===== config.mk =====
export PLATFORM = sky130hd
export DESIGN_NAME = core_sequencer
export DESIGN_NICKNAME = d
export VERILOG_FILES = /design/src/rtl/core_pkg.sv /design/src/rtl/pc_next_unit.sv /design/src/rtl/core_sequencer.sv
export SDC_FILE = /design/constraint.sdc
export NUM_CORES = 1
export LEC_CHECK = 0
export CORE_MARGIN = 3
export CORE_UTILIZATION = 44
export DETAILED_ROUTE_END_ITERATION = 12
export GPL_ROUTABILITY_DRIVEN = 0
export PLACE_DENSITY = 0.77
export SLEW_MARGIN = 30
export SYNTH_ARGS = -nofsm -noshare
export SYNTH_HDL_FRONTEND = slang
export SYNTH_SLANG_ARGS = --single-unit

===== constraint.sdc =====
create_clock -name clk -period 2.5 [get_ports clk]
set_input_delay 0.5 -clock clk [delete_from_list [all_inputs] [get_ports clk]]
set_output_delay 0.5 -clock clk [all_outputs]
set_load 0.1 [all_outputs]

===== src/rtl/core_pkg.sv =====
// Shared encodings for the core pipeline control: stage codes and datapath widths.
package core_pkg;

  localparam int STATE_W = 3;
  localparam int XLEN    = 32;

  // Stage encoding driven on the state bus; code 6 is intentionally unused.
  typedef enum logic [STATE_W-1:0] {
    ST_FETCH  = 3'd0,
    ST_DECODE = 3'd1,
    ST_EXEC   = 3'd2,
    ST_MEM    = 3'd3,
    ST_WB     = 3'd4,
    ST_HALT   = 3'd5,
    ST_ERROR  = 3'd7
  } state_e;

endpackage


===== src/rtl/pc_next_unit.sv =====
// Combinational next-pc logic: sequential increment, branch select and
// misaligned-target detection for the writeback redirect.
module pc_next_unit
  import core_pkg::*;
(
  input  logic [XLEN-1:0] pc,
  input  logic            branch_taken,
  input  logic [XLEN-1:0] branch_target,
  output logic [XLEN-1:0] pc_plus4,
  output logic [XLEN-1:0] pc_target,
  output logic            misaligned
);

  // Increment wraps modulo 2^XLEN; a taken branch overrides it.
  always_comb begin
    pc_plus4   = pc + XLEN'(4);
    pc_target  = branch_taken ? branch_target : pc_plus4;
    misaligned = branch_taken && (branch_target[1:0] != 2'b00);
  end

endmodule


===== src/rtl/core_sequencer.sv =====
// Multi-cycle instruction sequencer: walks FETCH/DECODE/EXEC/MEM/WB, stalls on
// fetch and memory handshakes, redirects at writeback, and handles halt/resume,
// fetch timeout and misaligned branch targets. All outputs come from registers.
module core_sequencer
  import core_pkg::*;
#(
  parameter logic [31:0] RESET_PC      = 32'h0000_0000,
  parameter int unsigned FETCH_TIMEOUT = 255,
  parameter int unsigned CNT_W         = 8
) (
  input  logic               clk,
  input  logic               rst,
  input  logic               instr_valid,
  input  logic               halt_req,
  input  logic               mem_op,
  input  logic               mem_done,
  input  logic               branch_taken,
  input  logic [XLEN-1:0]    branch_target,
  input  logic               resume,
  output logic [STATE_W-1:0] state,
  output logic [XLEN-1:0]    pc,
  output logic [XLEN-1:0]    retired,
  output logic               halted,
  output logic               error
);

  localparam logic [CNT_W-1:0] TIMEOUT_CNT = CNT_W'(FETCH_TIMEOUT);
  localparam logic             TIMEOUT_EN  = (FETCH_TIMEOUT != 0);

  state_e            state_reg, state_next;
  logic [XLEN-1:0]   pc_reg, pc_next;
  logic [XLEN-1:0]   retired_reg, retired_next;
  logic [CNT_W-1:0]  cnt_reg, cnt_next;
  logic              halted_reg, error_reg;

  logic [XLEN-1:0]   pc_plus4;
  logic [XLEN-1:0]   pc_target;
  logic              misaligned;

  pc_next_unit u_pc_next (
    .pc            (pc_reg),
    .branch_taken  (branch_taken),
    .branch_target (branch_target),
    .pc_plus4      (pc_plus4),
    .pc_target     (pc_target),
    .misaligned    (misaligned)
  );

  // State, pc, retire count and stall counter; reset acts immediately.
  always_ff @(posedge clk or posedge rst) begin
    if (rst) begin
      state_reg   <= ST_FETCH;
      pc_reg      <= RESET_PC;
      retired_reg <= '0;
      cnt_reg     <= '0;
      halted_reg  <= 1'b0;
      error_reg   <= 1'b0;
    end else begin
      state_reg   <= state_next;
      pc_reg      <= pc_next;
      retired_reg <= retired_next;
      cnt_reg     <= cnt_next;
      halted_reg  <= (state_next == ST_HALT);
      error_reg   <= (state_next == ST_ERROR);
    end
  end

  // Next-state logic; each input is only looked at in the stage that owns it.
  always_comb begin
    state_next   = state_reg;
    pc_next      = pc_reg;
    retired_next = retired_reg;
    cnt_next     = cnt_reg;
    case (state_reg)
      ST_FETCH: begin
        if (instr_valid) begin
          // A late instruction on the timeout cycle still proceeds.
          state_next = ST_DECODE;
          cnt_next   = '0;
        end else if (TIMEOUT_EN && (cnt_reg == TIMEOUT_CNT)) begin
          state_next = ST_ERROR;
        end else begin
          cnt_next = cnt_reg + CNT_W'(1);
        end
      end
      ST_DECODE: state_next = halt_req ? ST_HALT : ST_EXEC;
      ST_EXEC:   state_next = mem_op ? ST_MEM : ST_WB;
      ST_MEM:    if (mem_done) state_next = ST_WB;
      ST_WB: begin
        if (misaligned) begin
          // Bad redirect: leave pc and retire count untouched for debug.
          state_next = ST_ERROR;
        end else begin
          state_next   = ST_FETCH;
          pc_next      = pc_target;
          retired_next = retired_reg + XLEN'(1);
        end
      end
      ST_HALT: begin
        if (resume) begin
          // The halting instruction itself counts as retired.
          state_next   = ST_FETCH;
          pc_next      = pc_plus4;
          retired_next = retired_reg + XLEN'(1);
        end
      end
      default: state_next = ST_ERROR;  // ERROR is absorbing; unused code 6 lands here too
    endcase
  end

  assign state   = state_reg;
  assign pc      = pc_reg;
  assign retired = retired_reg;
  assign halted  = halted_reg;
  assign error   = error_reg;

endmodule


Yosys cells after proc, flatten, opt, wreduce, memory -nomap -nowiden

Index checks and enable logic that the tools add are counted.

Input port bits: 40
Logic and storage cells: 43
Output and inout port bits: 69
Flip-flop bits (word level): 77

Reductions and logical operators: 6
Mux-type cells: 17
Equal/unequal tests: 11
Add/subtract/negate cells: 3

Operators by type and width:

| cell                                                | number |
|---|---|
| two-way mux 32 bit                                  | 5 |
| one-hot mux 32 bit (2 select lines)                 | 2 |
| adder 32 x 1 -> 32 bit, second input constant       | 1 |
| adder 32 x 3 -> 32 bit, second input constant       | 1 |
| two-way mux 3 bit                                   | 7 |
| one-hot mux 3 bit (6 select lines)                  | 1 |
| two-way mux 8 bit                                   | 2 |
| equality test 3 bit, second input constant          | 4 |
| adder 8 x 1 -> 8 bit, second input constant         | 1 |
| equality test 8 bit, second input constant          | 1 |
| equality test 3 x 2 -> 1 bit, second input constant | 2 |
| != test 2 bit, second input constant                | 3 |
| nonzero test 2 bit                                  | 2 |
| equality test 3 x 1 -> 1 bit, second input constant | 1 |
| logical NOT 3 bit                                   | 1 |
| AND reduction 3 bit                                 | 1 |
| AND reduction 2 bit                                 | 1 |
| logical AND 1 bit                                   | 1 |

Longest topological paths before layout

Gate-level depths: netlist (run 1).

Depth in word-level cells: 5
Depth in mapped cells: 8
Mapped depth without buffers: 6

Modules after synthesis

A second synthesis (run 1) with hierarchy kept.

Cells, all modules: 515
Area, all modules: 4692.0 µm²

Modules (own cells, without submodules):

| module         | times used | cells each | area an instance (µm²) | seq. area each (µm²) |
|---|---|---|---|---|
| core_sequencer | 1          | 341        | 3564.7                 | 1926.8 |
| pc_next_unit   | 1          | 174        | 1127.3                 | 0.0 |

Worst setup path before layout (run 1)

OpenSTA, ideal clock, no wires.

Path kind: register -> register
From: register state_reg[2] (netlist: state[2])
To: register retired_reg[23] (netlist: retired[23])
Setup slack: -0.161 ns
Clock period less this slack: 2.661 ns
Required time: 2.344 ns
Cell stages (with the launch flop): 7
Buffers on the path: 1
Library setup time: 0.156 ns
Data arrival time: 2.504 ns
Path through: dfrtp_1 buf_2 nand2b_2 a2111oi_4 nand3_4 or3_4 xnor2_2

Cells in the longest elaborated chain, start to end: 3
Elaborated cells between the ends (all ways): 7
Those cells by class: eq/ne: 4; mux: 1; reduce/logical: 2

Ends and longest elaborated chain:

| what                                                                 | RTL line             | text |
|---|---|---|
| from (decl)                                                          | core_sequencer.sv:30 | `state_e state_reg, state_next;` |
| from (signal assigned)                                               | core_sequencer.sv:59 | `state_reg <= state_next;` |
| equality test 3 bit                                                  | core_sequencer.sv:74 | `case (state_reg)` |
| != test 2 bit (no line) / nonzero test 2 bit (equally long branches) | -                    |  |
| AND reduction 3 bit (no line)                                        | -                    |  |
| to (signal assigned)                                                 | core_sequencer.sv:61 | `retired_reg <= retired_next;` |
| to (decl)                                                            | core_sequencer.sv:32 | `logic [XLEN-1:0] retired_reg, retired_next;` |

Several ways; a longest one is shown, not always the timed one.
A chain may end at the register's enable or synchronous reset.

Worst setup path in the final report (run 1)

From: input branch_target[0]
To: register retired_reg[22] (netlist: retired[22])

Cells in the longest elaborated chain, start to end: 4

Ends and longest elaborated chain:

| what                          | RTL line             | text |
|---|---|---|
| from (decl)                   | core_sequencer.sv:18 | `input logic [XLEN-1:0] branch_target,` |
| nonzero test 2 bit            | pc_next_unit.sv:18   | `misaligned = branch_taken && (branch_target[1:0] != 2'b00);` |
| logical AND 1 bit             | pc_next_unit.sv:18   |  |
| != test 2 bit (no line)       | -                    |  |
| AND reduction 3 bit (no line) | -                    |  |

Every way passes these cells.

==> flow_metrics.py, run 1 <==
metrics = {
    "final_layout": {
        "area_delta_synth_final_pct": 33.2,
        "antenna_cells": 0,
        "fin_util": 0.619,
        "final_nets": 601,
        "drive_above_1_share": 0.213,
    },
    "die": {
        "start_util": 0.464,
        "num_io_pins": 109,
        "rows": 34,
        "dieArea_um2": 10600,
        "die_x_um": 103,
        "die_h_um": 103,
        "core_area_um2": 8930,
    },
    "synthesis": {
        "synth_cells": 444,
        "synthTopCellsByArea": "dfrtp_1 46%, nand2_1 4.6%, xnor2_1 4.2%",
        "syn_avg_cell_area_um2": 9.34,
        "ys_seq_area_frac": 0.464,
        "synth-seq-cells": 77,
        "synth_ff_type": "dfrtp_1",
        "ys_types": 60,
        "syn_area_um2": 4150,
        "ys_top_cells_by_count": "77 x dfrtp_1, 51 x nand2_1, 34 x a21oi_1, 32 x nor2_1, 22 x nand3_1",
        "synth_edf_count": 0,
        "yosysWarnings": 0,
        "yosysMostFrequentCell": "dfrtp_1",
        "yosys.area.top_type": "dfrtp_1",
        "synth_top_area_frac": 0.464,
        "synth_fp_nets": 487,
        "async_flop_share": 1.00,
    },
    "routing": {
        "met1_length_um": 4660,
        "highest_layer": "met4",
        "avgViaCountPerCell": 5.80,
        "firstDrtPassIters": 4,
        "drc_errors": 0,
        "dr.first_iter.drc_count": 184,
        "wl_per_cell_um": 16.1,
        "ant_nets": 0,
        "num_vias": 3889,
        "wl_met3_um": 492,
        "met2WireLength_um": 5490,
        "wl_um": 10800,
    },
    "critical_path": {
        "max_stage_delay_ns": 0.39,
        "critical_path_class": "input port to flop",
        "cp_data_required_time_ns": 2.77,
        "cp_max_fo": 7,
        "path_buf_inv": 2,
        "arrival_ns": 2.48,
        "slowest_stage": "clkdlybuf4s50_1",
        "cp-end-kind": "flop",
        "critPathTopFamily": "simple AND/OR/NAND/NOR gates",
        "crit_chain": "clkdlybuf4s50_1 > or2_1 > a2111oi_4 > buf_4 > and3_1 > and4_1 > xor2_1",
        "worst_setup_path_start_kind": "input port",
    },
    "timing": {
        "period_needed_ns": 2.21,
        "relSlewSlack": 0.572,
        "fin_crit_sh": 0.882,
        "hold_ws_ns": 0.471,
        "max_slew.worst_pin.slew_ns": 0.637,
        "skew_ns": 0.0149,
        "final-hold-violation-count": 0,
        "setup_viol": 0,
        "rsz0062_at_grt": "no",
        "fmax_mhz": 453,
        "slew_viol_final": 0,
    },
    "clock_tree": {
        "clkLatencyLatePin_ns": 0.35,
        "cts_hold_buf": 0,
        "clk_path_buf_depth": 2,
        "path_clk_slew_ns": 0.08,
        "cts_resized": 0,
        "cts_tree": "yes",
        "postCtsSetupRepairBufs": 0,
        "cts_root_buffer": "clkbuf_8",
        "cts_buffers": 9,
        "cts.sinks": 77,
        "htreeDepth": 3,
    },
    "outcome": {
        "status": "completed",
    },
    "placement": {
        "hpwl_um": 7700,
        "placement.io_buffers": 108,
    },
    "min_path": {
        "min_path_type": "flop to flop",
    },
    "global_routing": {
        "grt_antenna_before_repair": 0,
        "grt_pass1_wl_um": 17500,
        "grt_max_degree": 78,
        "grt_pass1_vias": 3653,
        "grtUsageTotal": 0.206,
        "overflow": 0,
    },
    "power": {
        "peakVddDrop_mv": 1.19,
        "power_density_nw_per_um2": 1310,
        "p_leak_nw": 2.40,
    },
    "job": {
        "maxCapViolCount": 0,
    },
}
## power breakdown
group | switching, mW | internal [mW] | leakage, nW
sequential | 0.466 | 1.58 | 0.945
combinational | 3.00 | 1.04 | 1.33
clock | 0.471 | 0.697 | 0.124
## per-layer routing
layer  GRT usage  vias to the layer above
met1       0.269                     1899
met3      0.0480                       14
li1            -                     1857
met4      0.0548                        0
met5           0                        -
met2       0.345                      119
## cell families (layout without fill, tap and decap cells)
| family | Yosys count | in the layout | share of synthesized area |
|---|---|---|---|
| AO/OA/AOI/OAI | 113 | 113 | 0.185 |
| XOR/XNOR | 31 | 31 | 0.0673 |
| adder cells (fa/ha/maj) | 3 | 3 | 0.00905 |
| buffers and inverters | 31 | 150 | 0.0347 |
| flip-flops | 77 | 77 | 0.464 |
| multiplexers | 4 | 4 | 0.00965 |
| AND/OR/NAND/NOR | 185 | 185 | 0.230 |
## area by class of cell
cell class	instances	area (um2)
flip-flops and latches	77	1930
inverters	8	33.8
clock inverters	5	108
clock buffers	11	141
well taps	108	135
repair buffers	126	1080
fillers	763	3410
multi-input cells	336	2100
## layout by cell type, fill, tap and decap left out, drive strengths merged, types with 8 or more instances in the layout
cell	Yosys	layout
o22ai	9	9
inv	8	8
nor2	32	32
o21ai	21	21
xnor2	21	21
nand3	23	23
and2	10	10
and4	8	8
nand2	51	51
clkdlybuf4s50	0	39
a21oi	34	34
xor2	10	10
and3	12	12
nand4	18	18
clkbuf	10	11
nor3	16	16
o22a	9	9
buf	13	87
dfrtp	77	77
## path summary, 6_finish.rpt
kind	from	end	slack (ns)	depth (start not counted)
setup / recovery	branch_target[0]	retired[22]	0.29	7
hold / removal	retired[31]	retired[31]	0.47	1
setup reg to reg	state[2]	pc[31]	0.48	5
hold reg to reg	retired[31]	retired[31]	0.47	1
max in group asynchronous	rst	pc[3]	1.54	3
min in group asynchronous	rst	halted	0.61	3
## stage by stage
stage | cell area, um2 | total power, mW | std cells | setup TNS (ns) | worst slack (ns)
after floorplan | 4160 | 5.11 | 444 | -0.0659 | -0.0659
after global placement | 5280 | 6.05 | 655 | -0.0665 | -0.0444
after detailed placement | 5280 | 6.11 | 655 | -0.415 | -0.0899
after CTS | 5530 | 7.29 | 671 | 0 | 0.279
after global routing | 5530 | 7.64 | 671 | 0 | 0.120
final | 5530 | 7.26 | 671 | 0 | 0.295
Note: power is estimated with default switching activity, not from simulation.
==> inputs of run 2 (changes only) <==
- CAP_MARGIN: default -> 20
- CTS_CLUSTER_SIZE: default -> 14
- clock period: 2.5 -> 1.9 ns (I/O delays scaled with it)
==> flow_metrics.py, run 2 (synthesized netlist as in run 1, its figures left out) <==
metrics = {
    "power": {
        "peakVddDrop_mv": 1.12,
        "power_density_nw_per_um2": 1630,
        "p_leak_nw": 2.81,
    },
    "outcome": {
        "status": "completed",
    },
    "die": {
        "core_area_um2": 8930,
        "start_util": 0.464,
        "rows": 34,
        "die_x_um": 103,
        "num_io_pins": 109,
        "dieArea_um2": 10600,
        "die_h_um": 103,
    },
    "timing": {
        "slew_viol_final": 0,
        "final-hold-violation-count": 0,
        "rsz0062_at_grt": "yes",
        "fin_crit_sh": 0.996,
        "setup_viol": 0,
        "skew_ns": 0.0128,
        "max_slew.worst_pin.slew_ns": 0.430,
        "fmax_mhz": 528,
        "period_needed_ns": 1.89,
        "relSlewSlack": 0.713,
    },
    "critical_path": {
        "critPathLaunch": "state[0]",
        "r2r_cells": 7,
        "critical_path_class": "flop to flop",
        "r2r-start": "state[0]",
        "cp-end-kind": "flop",
        "worst_setup_path_start_kind": "flop",
        "critical_path.endpoint": "retired[23]",
        "rr_endpoint": "retired[23]",
        "cp_max_fo": 6,
        "cp_data_required_time_ns": 2.13,
        "arrival_ns": 2.12,
        "r2r_setup_slack_ns": 0.007,
    },
    "global_routing": {
        "grt_pass1_wl_um": 20100,
        "grt_pass1_vias": 4130,
        "grt_max_degree": 78,
        "overflow": 0,
        "grtUsageTotal": 0.235,
        "grt_antenna_before_repair": 0,
    },
    "routing": {
        "drc_errors": 0,
        "num_vias": 4125,
        "firstDrtPassIters": 9,
        "wl_per_cell_um": 18.2,
        "avgViaCountPerCell": 5.86,
        "wl_um": 12800,
        "dr.first_iter.drc_count": 281,
        "ant_nets": 0,
    },
    "clock_tree": {
        "cts_root_buffer": "clkbuf_8",
        "cts_tree": "yes",
        "clk_path_buf_depth": 2,
        "cts.sinks": 77,
        "cts_buffers": 9,
        "cts_hold_buf": 0,
        "htreeDepth": 3,
        "clkLatencyLatePin_ns": 0.34,
        "path_clk_slew_ns": 0.09,
    },
    "final_layout": {
        "fin_util": 0.761,
        "final_nets": 634,
        "drive_above_1_share": 0.374,
        "area_delta_synth_final_pct": 63.8,
        "final_cells": 704,
        "final_cell_mix": "66 x buf_12, 47 x nand2_1, 45 x buf_4, 36 x clkdlybuf4s50_1, 36 x dfrtp_2",
        "layout_commonest_cell": "buf_12",
        "fin_area_um2": 6800,
        "antenna_cells": 0,
        "fill_cells": 585,
    },
    "placement": {
        "placement.io_buffers": 108,
        "placed_area_um2": 6390,
        "dp_cells": 677,
        "hpwl_um": 9080,
    },
    "job": {
        "maxCapViolCount": 0,
    },
    "min_path": {
        "min_path_type": "input port to async pin",
    },
}
[run 2: cell types whose count changed in the layout (fill, tap and decap cells not counted), sizes merged]
cell           previous run  this run
buf                      87       119
clkdlybuf4s50            39        36
bufinv                    3         1
clkinv                    1         3
dlygate4sd2               0         2
clkbuf                   11        12
dlymetal6s2s              0         1
[run 2: what timing repair did]
item                       4_1_cts  5_1_grt
cloned                           0        1
setup endpoints to repair       27       34
hold endpoints to repair         0        0
pin swaps                        5        7
gates resized for setup         12       16
buffers inserted                 1        9
[run 2: where the power goes]
part           switching [mW]  internal (mW)  leakage (nW)
combinational            4.30           2.56          1.82
sequential              0.709           2.19         0.887
clock                   0.626          0.682         0.110
[run 2: metrics by stage]
step	total power [mW]	setup TNS (ns)	setup WS (ns)	hold WS [ns]
after detailed placement	9.55	-21.43	-0.537	0.473
after global placement	9.38	-18.82	-0.477	0.470
after global routing	11.5	-0.360	-0.103	0.528
final	11.1	0	0.00706	0.475
after floorplan	6.99	-2.47	-0.302	0.464
after CTS	10.9	0	0.00415	0.497
[run 2: worst min path at each step]
stage / slack [ns] / from / cells after the start / endpoint
global placement: 0.47 / pc[0] / 1 / pc[0]
detailed placement: 0.47 / pc[1] / 1 / pc[1]
global route: 0.53 / rst / 3 / cnt_reg[7]
finish: 0.48 / rst / 3 / state[2]
CTS: 0.50 / pc[1] / 1 / pc[1]
floorplan: 0.46 / cnt_reg[6] / 1 / cnt_reg[6]
[run 2: metal layers]
layer / track usage / wire, um / vias up
met1: 0.300 / 5130 / 2007
met2: 0.403 / 6730 / 165
met3: 0.0386 / 744 / 24
met4: 0.0787 / 199 / 0
li1: - / - / 1929
met5: 0 / 0 / -
[run 2: area by class of cell]
cell class | instances | area [um2] | area share
Tap cell | 108 | 135 | 0.0199
Clock buffer | 11 | 151 | 0.0223
Clock inverter | 5 | 57.6 | 0.00847
Inverter | 8 | 33.8 | 0.00497
Multi-Input combinational cell | 336 | 2220 | 0.327
Timing Repair Buffer | 159 | 2160 | 0.318
Sequential cell | 77 | 2030 | 0.299
[run 2: critical path, stage by stage (launching register included)]
cell,delay (ns)
dfrtp_4,0.52
nor2b_4,0.16
buf_6,0.12
a2111oi_4,0.24
buf_4,0.19
nand3_4,0.07
or3_4,0.35
xnor2_2,0.13
